<file path="config.mk">
export PLATFORM = sky130hd
export DESIGN_NAME = key_tone_scheduler
export DESIGN_NICKNAME = d
export VERILOG_FILES = /design/src/rtl/piano_pkg.sv /design/src/rtl/tone_divider.sv /design/src/rtl/key_tone_scheduler.sv
export SDC_FILE = /design/constraint.sdc
export NUM_CORES = 1
export LEC_CHECK = 0
export BUFFER_PORTS_ARGS = -buffer_cell sky130_fd_sc_hd__buf_2
export CORE_MARGIN = 8
export CORE_UTILIZATION = 50
export DETAILED_ROUTE_END_ITERATION = 8
export PLACE_DENSITY_LB_ADDON = 0.1
export SKIP_CTS_REPAIR_TIMING = 1
export SYNTH_ARGS = -nofsm -noshare
export SYNTH_HDL_FRONTEND = slang
export SYNTH_HIERARCHICAL = 1
export SYNTH_SLANG_ARGS = --single-unit
</file>
<file path="constraint.sdc">
create_clock -name clk -period 3.6 [get_ports clk]
set_clock_uncertainty 0.2 [all_clocks]
set_input_delay 0.72 -clock clk [delete_from_list [all_inputs] [get_ports clk]]
set_output_delay 0.72 -clock clk [all_outputs]
set_load 0.05 [all_outputs]
</file>
<file path="src/rtl/piano_pkg.sv">
// rtl/piano_pkg.sv - note divisor table, scheduler state encoding and note index width
package piano_pkg;

  localparam int NOTE_IDX_W = 3;
  localparam int NUM_NOTES  = 8;

  typedef enum logic [1:0] {
    ST_IDLE    = 2'd0,
    ST_PLAY    = 2'd1,
    ST_GAP     = 2'd2,
    ST_SUSTAIN = 2'd3
  } state_t;

  // Half-period divisors at 25 MHz, C4..C5
  function automatic logic [15:0] note_div(input logic [NOTE_IDX_W-1:0] idx);
    case (idx)
      3'd0:    return 16'd47778;
      3'd1:    return 16'd42566;
      3'd2:    return 16'd37921;
      3'd3:    return 16'd35793;
      3'd4:    return 16'd31888;
      3'd5:    return 16'd28409;
      3'd6:    return 16'd25310;
      default: return 16'd23889;
    endcase
  endfunction

endpackage

</file>
<file path="src/rtl/tone_divider.sv">
// rtl/tone_divider.sv - half-period counter producing the square wave; restart clears phase and mutes
module tone_divider #(
  parameter int DIV_W = 16
) (
  input  logic             clk,
  input  logic             reset,
  input  logic             restart,
  input  logic [DIV_W-1:0] div,
  output logic             speaker
);

  logic [DIV_W-1:0] count;

  always_ff @(posedge clk) begin
    if (reset || restart) begin
      count   <= '0;
      speaker <= 1'b0;
    end else if (count == div - DIV_W'(1)) begin
      count   <= '0;
      speaker <= ~speaker;
    end else begin
      count   <= count + DIV_W'(1);
    end
  end

endmodule

</file>
<file path="src/rtl/key_tone_scheduler.sv">
// rtl/key_tone_scheduler.sv - shares one tone divider among the keys with mute gaps on note changes
// Optional release tail: KEY_TONE_SUSTAIN_EN
module key_tone_scheduler
  import piano_pkg::*;
#(
  parameter int NKEYS          = 8,
  parameter int DIV_W          = 16,
  parameter int GAP_CYCLES     = 256,
  parameter int SUSTAIN_CYCLES = 2500000
) (
  input  logic                  clk,
  input  logic                  reset,
  input  logic [NKEYS-1:0]      keys,
  output logic                  speaker,
  output logic                  note_valid,
  output logic [NOTE_IDX_W-1:0] active_note,
  output logic                  busy
);

  localparam int GAP_W = $clog2(GAP_CYCLES + 1);

  if (GAP_CYCLES < 1 || SUSTAIN_CYCLES < 1) begin : g_param_check
    $error("key_tone_scheduler: GAP_CYCLES and SUSTAIN_CYCLES must be >= 1");
  end

  state_t                state, next_state;
  logic [NOTE_IDX_W-1:0] win_idx;
  logic [GAP_W-1:0]      gap_cnt;
  logic                  any_key;
  logic                  gap_done;
  logic                  restart;
  logic                  sounding, stay_sounding;

  assign any_key  = |keys;
  assign gap_done = (gap_cnt == GAP_W'(GAP_CYCLES - 1));

  always_comb begin
    win_idx = '0;
    for (int i = 0; i < NKEYS; i++) begin
      if (keys[i]) win_idx = NOTE_IDX_W'(i);
    end
  end

`ifdef KEY_TONE_SUSTAIN_EN
  localparam int SUS_W = $clog2(SUSTAIN_CYCLES + 1);
  logic [SUS_W-1:0] sus_cnt;
  logic             sus_done;
  assign sus_done = (sus_cnt == SUS_W'(SUSTAIN_CYCLES - 1));
`endif

  always_comb begin
    next_state = state;
    case (state)
      ST_IDLE: if (any_key) next_state = ST_PLAY;
      ST_PLAY: begin
        if (!any_key) begin
`ifdef KEY_TONE_SUSTAIN_EN
          next_state = ST_SUSTAIN;
`else
          next_state = ST_IDLE;
`endif
        end else if (win_idx != active_note) begin
          next_state = ST_GAP;
        end
      end
      ST_GAP: if (gap_done) next_state = any_key ? ST_PLAY : ST_IDLE;
`ifdef KEY_TONE_SUSTAIN_EN
      ST_SUSTAIN: begin
        if (any_key)       next_state = (win_idx == active_note) ? ST_PLAY : ST_GAP;
        else if (sus_done) next_state = ST_IDLE;
      end
`endif
      default: next_state = ST_IDLE;
    endcase
  end

  // Phase is kept only while moving between PLAY and SUSTAIN; every other move restarts muted
  assign sounding      = (state == ST_PLAY) || (state == ST_SUSTAIN);
  assign stay_sounding = (next_state == ST_PLAY) || (next_state == ST_SUSTAIN);
  assign restart       = !(sounding && stay_sounding);

  always_ff @(posedge clk) begin
    if (reset) begin
      state       <= ST_IDLE;
      active_note <= '0;
      gap_cnt     <= '0;
    end else begin
      state <= next_state;
      if (next_state == ST_PLAY && !sounding) active_note <= win_idx;
      gap_cnt <= (state == ST_GAP && next_state == ST_GAP) ? gap_cnt + GAP_W'(1) : '0;
    end
  end

`ifdef KEY_TONE_SUSTAIN_EN
  always_ff @(posedge clk) begin
    if (reset) sus_cnt <= '0;
    else       sus_cnt <= (state == ST_SUSTAIN && next_state == ST_SUSTAIN) ? sus_cnt + SUS_W'(1) : '0;
  end
`endif

  assign note_valid = sounding;
  assign busy       = (state != ST_IDLE);

  tone_divider #(
    .DIV_W(DIV_W)
  ) u_tone_divider (
    .clk    (clk),
    .reset  (reset),
    .restart(restart),
    .div    (DIV_W'(note_div(active_note))),
    .speaker(speaker)
  );

endmodule
</file>
==> results.py, run 1 <==
metrics = {
    "status": {
        "run_status": "completed",
    },
    "pwr": {
        "clkPwrFrac": 0.260,
        "seq_power_share": 0.356,
        "p_per_area_mw_per_mm2": 460,
        "power_report.internal_total_uw": 662,
        "p_leak_nw": 0.886,
        "total_power_mw": 1.09,
        "p_sw_frac": 0.393,
        "total_switching_power_uw": 428,
        "power.ir.vdd_worst_v": 0.000176,
        "share_comb_of_total_power": 0.383,
    },
    "grt": {
        "vias_in_the_first_global_route": 1743,
        "pin_count_of_the_biggest_net_entering_global_routing": 20,
        "global_route.usage.total": 0.152,
        "grt_pass1_wl_um": 7920,
        "grt_remaining_overflow": 0,
        "antenna_violations_before_repair": 0,
    },
    "yosys": {
        "synth_largest_type_area_fraction": 0.288,
        "synth.top_cells.by_area": "sky130_fd_sc_hd__dfxtp_1, sky130_fd_sc_hd__xor2_1, sky130_fd_sc_hd__nor2_1, sky130_fd_sc_hd__xnor2_1, sky130_fd_sc_hd__nand2_1",
        "synthMostInstantiatedCell": "sky130_fd_sc_hd__nor2_1",
        "fraction_of_the_yosys_area_taken_by_sequential_cells": 0.288,
        "ys_ff_latch": 31,
        "syn_nets": 282,
        "syn-cell-area_sq_mm": 0.00216,
        "synth-edff-count": 0,
        "synthesis.area_per_instance_sq_um": 8.05,
        "syn_inst": 268,
        "yosys_most_used_dff": "sky130_fd_sc_hd__dfxtp_1",
        "most_frequent_cells_after_synthesis": "sky130_fd_sc_hd__nor2_1, sky130_fd_sc_hd__dfxtp_1, sky130_fd_sc_hd__xor2_1, sky130_fd_sc_hd__nand2_1, sky130_fd_sc_hd__xnor2_1",
        "synth_largest_area_cell": "sky130_fd_sc_hd__dfxtp_1",
        "ys_warn_count": 6,
        "synthArstFlopShare": 0,
        "post_synth_num_cell_types": 56,
    },
    "worst_setup_path": {
        "cell_chain_critical_path": "nor2_1 > o21bai_2 > inv_1 > ha_1 > or4b_4 > o31a_1 > nor4_1 > and4_1 > nand4_2 > or3_1 > a21boi_1",
        "cp_data_required_time_ps": 3620,
        "timing.critical_path.slowest_stage_cell": "sky130_fd_sc_hd__or4b_4",
        "largest_fanout_on_the_critical_path": 12,
        "critPathKind": "reg -> reg",
        "max_stage_delay_ps": 530,
        "ff2ff_setup_slack_ps": 290,
        "worst_setup_path_start_kind": "register",
        "critical_path_arrival_ps": 3330,
        "critical_path.endpoint_type": "register",
    },
    "placement": {
        "gp_routability_congestion": 0.866,
        "hpwl_um": 3550,
        "dp_worst_setup_slack_ps": 207,
        "place.port_buffers": 15,
    },
    "clock_tree": {
        "h-tree-depth": 2,
        "worst_skew_pair.late_latency_ps": 280,
        "ctsRootBufferMaster": "sky130_fd_sc_hd__clkbuf_8",
        "clk_pin_slew_worst_paths_ps": 70,
        "cts_inserted_buffers": 5,
        "cts_buffer_depth": 2,
        "tritoncts": "built",
        "clkSinkCount": 31,
    },
    "layout": {
        "nFillCells": 412,
        "nNetsFinal": 296,
        "antenna-diode-count": 0,
        "fraction_of_layout_cells_with_a_size_suffix_above_1": 0.173,
        "synthToLayoutAreaGrowth_pct": 9.68,
    },
    "drt": {
        "detail_routed_via_count_per_cell": 5.56,
        "wl_um": 4560,
        "drt_iter0_markers": 123,
        "vias": 1864,
        "met1Wirelength_um": 2320,
        "dr_wl_met2_um": 1980,
        "met3_wirelength_um": 224,
        "drtAntennaViolNets": 0,
        "detail_route.first_pass.iterations": 4,
        "remaining_drc_errors": 0,
        "top_signal_layer_used": "met4",
        "drt-wirelength-per-cell_um": 13.6,
    },
    "run": {
        "maxCapViolations": 0,
    },
    "hold_path": {
        "min-delay-path-class": "reg -> reg",
    },
    "die": {
        "chipWidth_um": 81.7,
        "core_sq_mm": 0.00426,
        "die-area_sq_mm": 0.00667,
        "dieHeight_um": 81.7,
        "row_count": 24,
        "floorplan.io_pins": 16,
        "initial_core_util": 0.506,
    },
    "timing": {
        "timing.fmax_mhz": 302,
        "hold_viol_final": 0,
        "fin_worst_hold_slack_ps": 257,
        "tightest_slew_ps": 673,
        "post-route-worst-setup-slack_ps": 292,
        "min_period_ps": 3310,
        "totalNegativeSetupSlack_ps": 0,
        "unrepaired_setup_endpoints_after_global_routing": "no",
        "timing.final.crit_share": 0.919,
        "setup_viol_count_final": 0,
        "timing.slew.headroom": 0.547,
        "maxSlewViolCount": 0,
    },
}
-- worst max-delay path, delay by kind of cell, from the launching register on --
| kind | cells | cell delay [ps] |
|---|---|---|
| flops | 1 | 470 |
| compound gates | 3 | 670 |
| simple gates | 6 | 1640 |
| buf+inv | 1 | 90 |
| fa+ha+maj | 1 | 180 |
-- per-stage QoR --
step / area (sq um) / cells / util
2_1_floorplan: 2160 / 268 / -
3_3_place_gp: 2270 / 327 / 0.532
3_5_place_dp: 2270 / 327 / 0.532
4_1_cts: 2360 / 335 / 0.553
5_1_grt: 2370 / 335 / 0.555
6_report: 2370 / 335 / 0.555
-- state kept, by name, indices dropped and copies added, names as in the netlist --
signal and flops:
active_note 3, state 2, u_tone_divider/speaker 1, u_tone_divider/count 16, gap_cnt 9
-- cells by family (layout without fill, tap and decap cells) --
| kind of cell | count (synthesis) | in the layout | synth area share |
|---|---|---|---|
| AO/OA/AOI/OAI | 37 | 37 | 0.125 |
| XOR/XNOR | 42 | 42 | 0.177 |
| adder cells (fa/ha/maj) | 4 | 4 | 0.0232 |
| buffers and inverters | 22 | 37 | 0.0493 |
| flip-flops | 31 | 31 | 0.288 |
| multiplexers | 4 | 4 | 0.0197 |
| AND/OR/NAND/NOR | 128 | 128 | 0.318 |
-- placed cells by master, fill, tap and decap left out, types with 7 or more instances in the layout --
master                    instances
sky130_fd_sc_hd__nor2_1          39
sky130_fd_sc_hd__dfxtp_1         28
sky130_fd_sc_hd__xor2_1          25
sky130_fd_sc_hd__nand2_1         18
sky130_fd_sc_hd__xnor2_1         16
sky130_fd_sc_hd__buf_2           15
sky130_fd_sc_hd__nand3_1         12
sky130_fd_sc_hd__o21ai_0         10
sky130_fd_sc_hd__inv_1            8
sky130_fd_sc_hd__nor3_1           8
sky130_fd_sc_hd__or3_1            7
sky130_fd_sc_hd__nor4_1           7
-- per-layer routing --
| layer | vias up | global-route usage |
|---|---|---|
| li1 | 968 | - |
| met1 | 865 | 0.207 |
| met2 | 29 | 0.225 |
| met3 | 2 | 0.0339 |
| met4 | 0 | 0.0632 |
| met5 | - | 0 |
-- worst paths after layout --
kind	startpoint	cells after the start	end
worst min register to register	gap_cnt[0]	1	gap_cnt[0]
worst max-delay path	active_note[2]	11	u_tone_divider/speaker
worst max register to register	active_note[2]	11	u_tone_divider/speaker
worst min-delay path	gap_cnt[0]	1	gap_cnt[0]
-- cell type report --
| type | instances | area, sq um | share of cell area |
|---|---|---|---|
| clock buffers | 5 | 68.8 | 0.0291 |
| clock inverters | 3 | 23.8 | 0.0100 |
| inverters | 9 | 33.8 | 0.0143 |
| multi-input cells | 215 | 1440 | 0.608 |
| flip-flops and latches | 31 | 624 | 0.264 |
| well taps | 52 | 65.1 | 0.0275 |
| repair buffers | 20 | 113 | 0.0476 |
-- power by group through the flow --
stage / Combinational (mW) / Clock, mW / Sequential (mW)
3_5_place_dp: 0.410 / 0 / 0.396
2_1_floorplan: 0.328 / 0 / 0.396
6_report: 0.418 / 0.284 / 0.388
3_3_place_gp: 0.414 / 0 / 0.396
4_1_cts: 0.412 / 0.295 / 0.388
5_1_grt: 0.459 / 0.311 / 0.393
No activity file was read; power rests on OpenSTA's default activity.
==> run 2, diff against run 1 <==
--- a/config.mk
+++ b/config.mk
@@ -11,7 +11,7 @@
 export DETAILED_ROUTE_END_ITERATION = 8
 export PLACE_DENSITY_LB_ADDON = 0.1
 export SKIP_CTS_REPAIR_TIMING = 1
+export SLEW_MARGIN = 40
 export SYNTH_ARGS = -nofsm -noshare
 export SYNTH_HDL_FRONTEND = slang
-export SYNTH_HIERARCHICAL = 1
 export SYNTH_SLANG_ARGS = --single-unit
==> constraint.sdc (replaced) <==
create_clock -name clk -period 3.6 [get_ports clk]
set_clock_uncertainty 0.2 [all_clocks]
set_input_delay 0.72 -clock clk [delete_from_list [all_inputs] [get_ports clk]]
set_output_delay 0.72 -clock clk [all_outputs]
set_load 0.01 [all_outputs]
==> run 2 against run 1 <==
  * Global-route usage is 1.1 points lower
  * Worst setup slack improved by 180 ps
  * First-iteration DRC count decreased by 21%
  * Utilization is 0.31 points higher
  * Clock power rose by 23%
  * Cell count decreased by 11%
  * Critical path depth shrank 2
  * Largest cell class unchanged
==> results.py, run 2 <==
metrics = {
    "yosys": {
        "synth-adder-area-share": 0.0245,
        "synthMostInstantiatedCell": "sky130_fd_sc_hd__dfxtp_1",
        "ys_ff_latch": 31,
        "synthSimpleGateAreaFrac": 0.356,
        "syn_nets": 255,
        "synth.top_cells.by_area": "sky130_fd_sc_hd__dfxtp_1, sky130_fd_sc_hd__xor2_1, sky130_fd_sc_hd__nor2_1, sky130_fd_sc_hd__xnor2_1, sky130_fd_sc_hd__nor3_2",
        "dominant_combinational_cell_family_by_area_after_synthesis": "simple AND/OR/NAND/NOR gates",
        "synth_xor_xnor_area_share": 0.103,
        "synth_largest_area_cell": "sky130_fd_sc_hd__dfxtp_1",
        "syn_inst": 241,
        "post_synth_num_cell_types": 55,
        "synthesis.area_per_instance_sq_um": 8.48,
        "fraction_of_the_yosys_area_taken_by_sequential_cells": 0.304,
        "yosys_most_used_dff": "sky130_fd_sc_hd__dfxtp_1",
        "ys_warn_count": 0,
        "synth-edff-count": 0,
        "syn-cell-area_sq_mm": 0.00204,
        "most_frequent_cells_after_synthesis": "sky130_fd_sc_hd__dfxtp_1, sky130_fd_sc_hd__nor2_1, sky130_fd_sc_hd__xor2_1, sky130_fd_sc_hd__nand2_1, sky130_fd_sc_hd__nor3_1",
        "synth_compound_area_frac": 0.130,
        "yosys-mux-area-fraction": 0.0196,
        "synth_largest_type_area_fraction": 0.304,
        "synthArstFlopShare": 0,
    },
    "placement": {
        "place_inst": 291,
        "gp_routability_congestion": 0.800,
        "hpwl_um": 2880,
        "dp_worst_setup_slack_ps": 493,
        "placed_area_sq_mm": 0.00210,
        "place.port_buffers": 15,
    },
    "timing": {
        "timing.slew.headroom": 0.501,
        "timing.final.crit_share": 0.868,
        "post-route-worst-setup-slack_ps": 474,
        "maxSlewViolCount": 0,
        "timing.fmax_mhz": 320,
        "totalNegativeSetupSlack_ps": 0,
        "hold_viol_final": 0,
        "fin_worst_hold_slack_ps": 250,
        "tightest_slew_ps": 749,
        "min_period_ps": 3130,
        "setup_viol_count_final": 0,
        "unrepaired_setup_endpoints_after_global_routing": "no",
    },
    "clock_tree": {
        "worst_skew_pair.late_latency_ps": 280,
        "h-tree-depth": 2,
        "cts_buffer_depth": 2,
        "tritoncts": "built",
        "ctsRootBufferMaster": "sky130_fd_sc_hd__clkbuf_8",
        "clk_pin_slew_worst_paths_ps": 70,
        "clkSinkCount": 31,
        "cts_inserted_buffers": 5,
    },
    "die": {
        "initial_core_util": 0.514,
        "chipWidth_um": 79.9,
        "floorplan.io_pins": 16,
        "core_sq_mm": 0.00397,
        "die-area_sq_mm": 0.00639,
        "row_count": 23,
        "dieHeight_um": 79.9,
    },
    "pwr": {
        "p_per_area_mw_per_mm2": 403,
        "power.ir.vdd_worst_v": 0.000194,
        "p_leak_nw": 0.759,
        "total_power_uw": 893,
    },
    "drt": {
        "detail_routed_via_count_per_cell": 5.55,
        "remaining_drc_errors": 0,
        "drt_iter0_markers": 97,
        "detail_route.first_pass.iterations": 4,
        "drtAntennaViolNets": 0,
        "drt-wirelength-per-cell_um": 13.5,
        "wl_um": 4040,
        "vias": 1660,
    },
    "worst_setup_path": {
        "worstPathBufferInverterCount": 0,
        "cp_data_required_time_ps": 3600,
        "critical_path_cell_count": 9,
        "ff2ff_setup_slack_ps": 470,
        "worst_setup_path_start_kind": "register",
        "critPathKind": "reg -> reg",
        "largest_fanout_on_the_critical_path": 23,
        "rr_endpoint": "u_tone_divider.speaker",
        "worstRegToRegCells": 9,
        "r2r_start": "active_note[0]",
        "timing.critical_path.slowest_stage_cell": "sky130_fd_sc_hd__dfxtp_1",
        "critical_path_arrival_ps": 3130,
        "critical_path.endpoint_type": "register",
        "cell_chain_critical_path": "and3b_2 > nor2_1 > ha_1 > xor2_1 > o221ai_1 > nor4b_2 > o211ai_2 > or4_1 > a21oi_1",
        "critical_path.top_delay_family": "simple AND/OR/NAND/NOR gates",
        "max_stage_delay_ps": 730,
    },
    "grt": {
        "grt_pass1_wl_um": 7200,
        "grt_remaining_overflow": 0,
        "antenna_violations_before_repair": 0,
        "global_route.usage.total": 0.141,
        "pin_count_of_the_biggest_net_entering_global_routing": 24,
        "vias_in_the_first_global_route": 1572,
    },
    "status": {
        "run_status": "completed",
    },
    "hold_path": {
        "hold_sp": "gap_cnt[0]",
        "min-delay-path-class": "reg -> reg",
        "holdPathStages": 1,
        "whs_endpoint": "gap_cnt[0]",
    },
    "layout": {
        "layout.cell_area.non_filler_sq_mm": 0.00222,
        "final_util": 0.558,
        "antenna-diode-count": 0,
        "layout.cells.most_common": "sky130_fd_sc_hd__dfxtp_1",
        "largestRegisters": "u_tone_divider.count: 16 flops, gap_cnt: 9 flops, active_note: 3 flops",
        "commonest_non_fill_non_tap_cells_in_the_layout": "sky130_fd_sc_hd__dfxtp_1, sky130_fd_sc_hd__nor2_1, sky130_fd_sc_hd__buf_2",
        "fin_cells": 299,
        "fraction_of_layout_cells_with_a_size_suffix_above_1": 0.185,
        "nNetsFinal": 262,
        "largest_register_ff_count": 16,
        "regMostFlops": "u_tone_divider.count",
        "synthToLayoutAreaGrowth_pct": 8.51,
    },
    "run": {
        "maxCapViolations": 0,
    },
}
[run 2: final cells by class]
| class | instances | area [sq um] |
|---|---|---|
| Fill cell | 370 | 1750 |
| Multi-Input combinational cell | 186 | 1290 |
| Sequential cell | 31 | 621 |
| Timing Repair Buffer | 19 | 105 |
| Clock buffer | 6 | 82.6 |
| Tap cell | 50 | 62.6 |
| Clock inverter | 2 | 35.0 |
| Inverter | 5 | 18.8 |
[run 2: per-layer routing]
metal	vias up	part of all wire	wire [um]	GRT usage
li1	879	-	-	-
met1	753	0.50	2030	0.174
met2	22	0.45	1800	0.218
met3	6	0.036	147	0.0450
met4	0	0.015	61	0.0600
met5	-	0	0	0
[run 2: cells by family after synthesis]
family / after synthesis
DFF: 31
xor gates and xnor gates: 24
AOI/OAI and AO/OA: 38
buffers and inverters: 24
and+or+nand+nor: 116
adders and majority gates: 4
muxes: 4
[run 2: how the worst max path moves through the flow]
| stage | from | to | slack (ps) |
|---|---|---|---|
| CTS | active_note[0] | u_tone_divider.speaker | 460 |
| floorplan | active_note[1] | u_tone_divider.count[12] | 840 |
| finish | active_note[0] | u_tone_divider.speaker | 470 |
| detailed placement | active_note[0] | u_tone_divider.speaker | 490 |
| global route | active_note[0] | u_tone_divider.count[8] | 230 |
| global placement | active_note[0] | u_tone_divider.speaker | 490 |
[run 2: power by group]
part           internal (mW)  total (mW)  switching (mW)
Sequential             0.353       0.382          0.0285
Clock                  0.224       0.349           0.126
Combinational         0.0776       0.162          0.0848
[run 2: worst register-to-register path, delay by kind of cell (launching register included)]
family / cells / cell delay, ps
fa+ha+maj: 1 / 240
xor+xnor: 1 / 140
flops: 1 / 730
compound gates: 3 / 480
simple gates: 4 / 1260
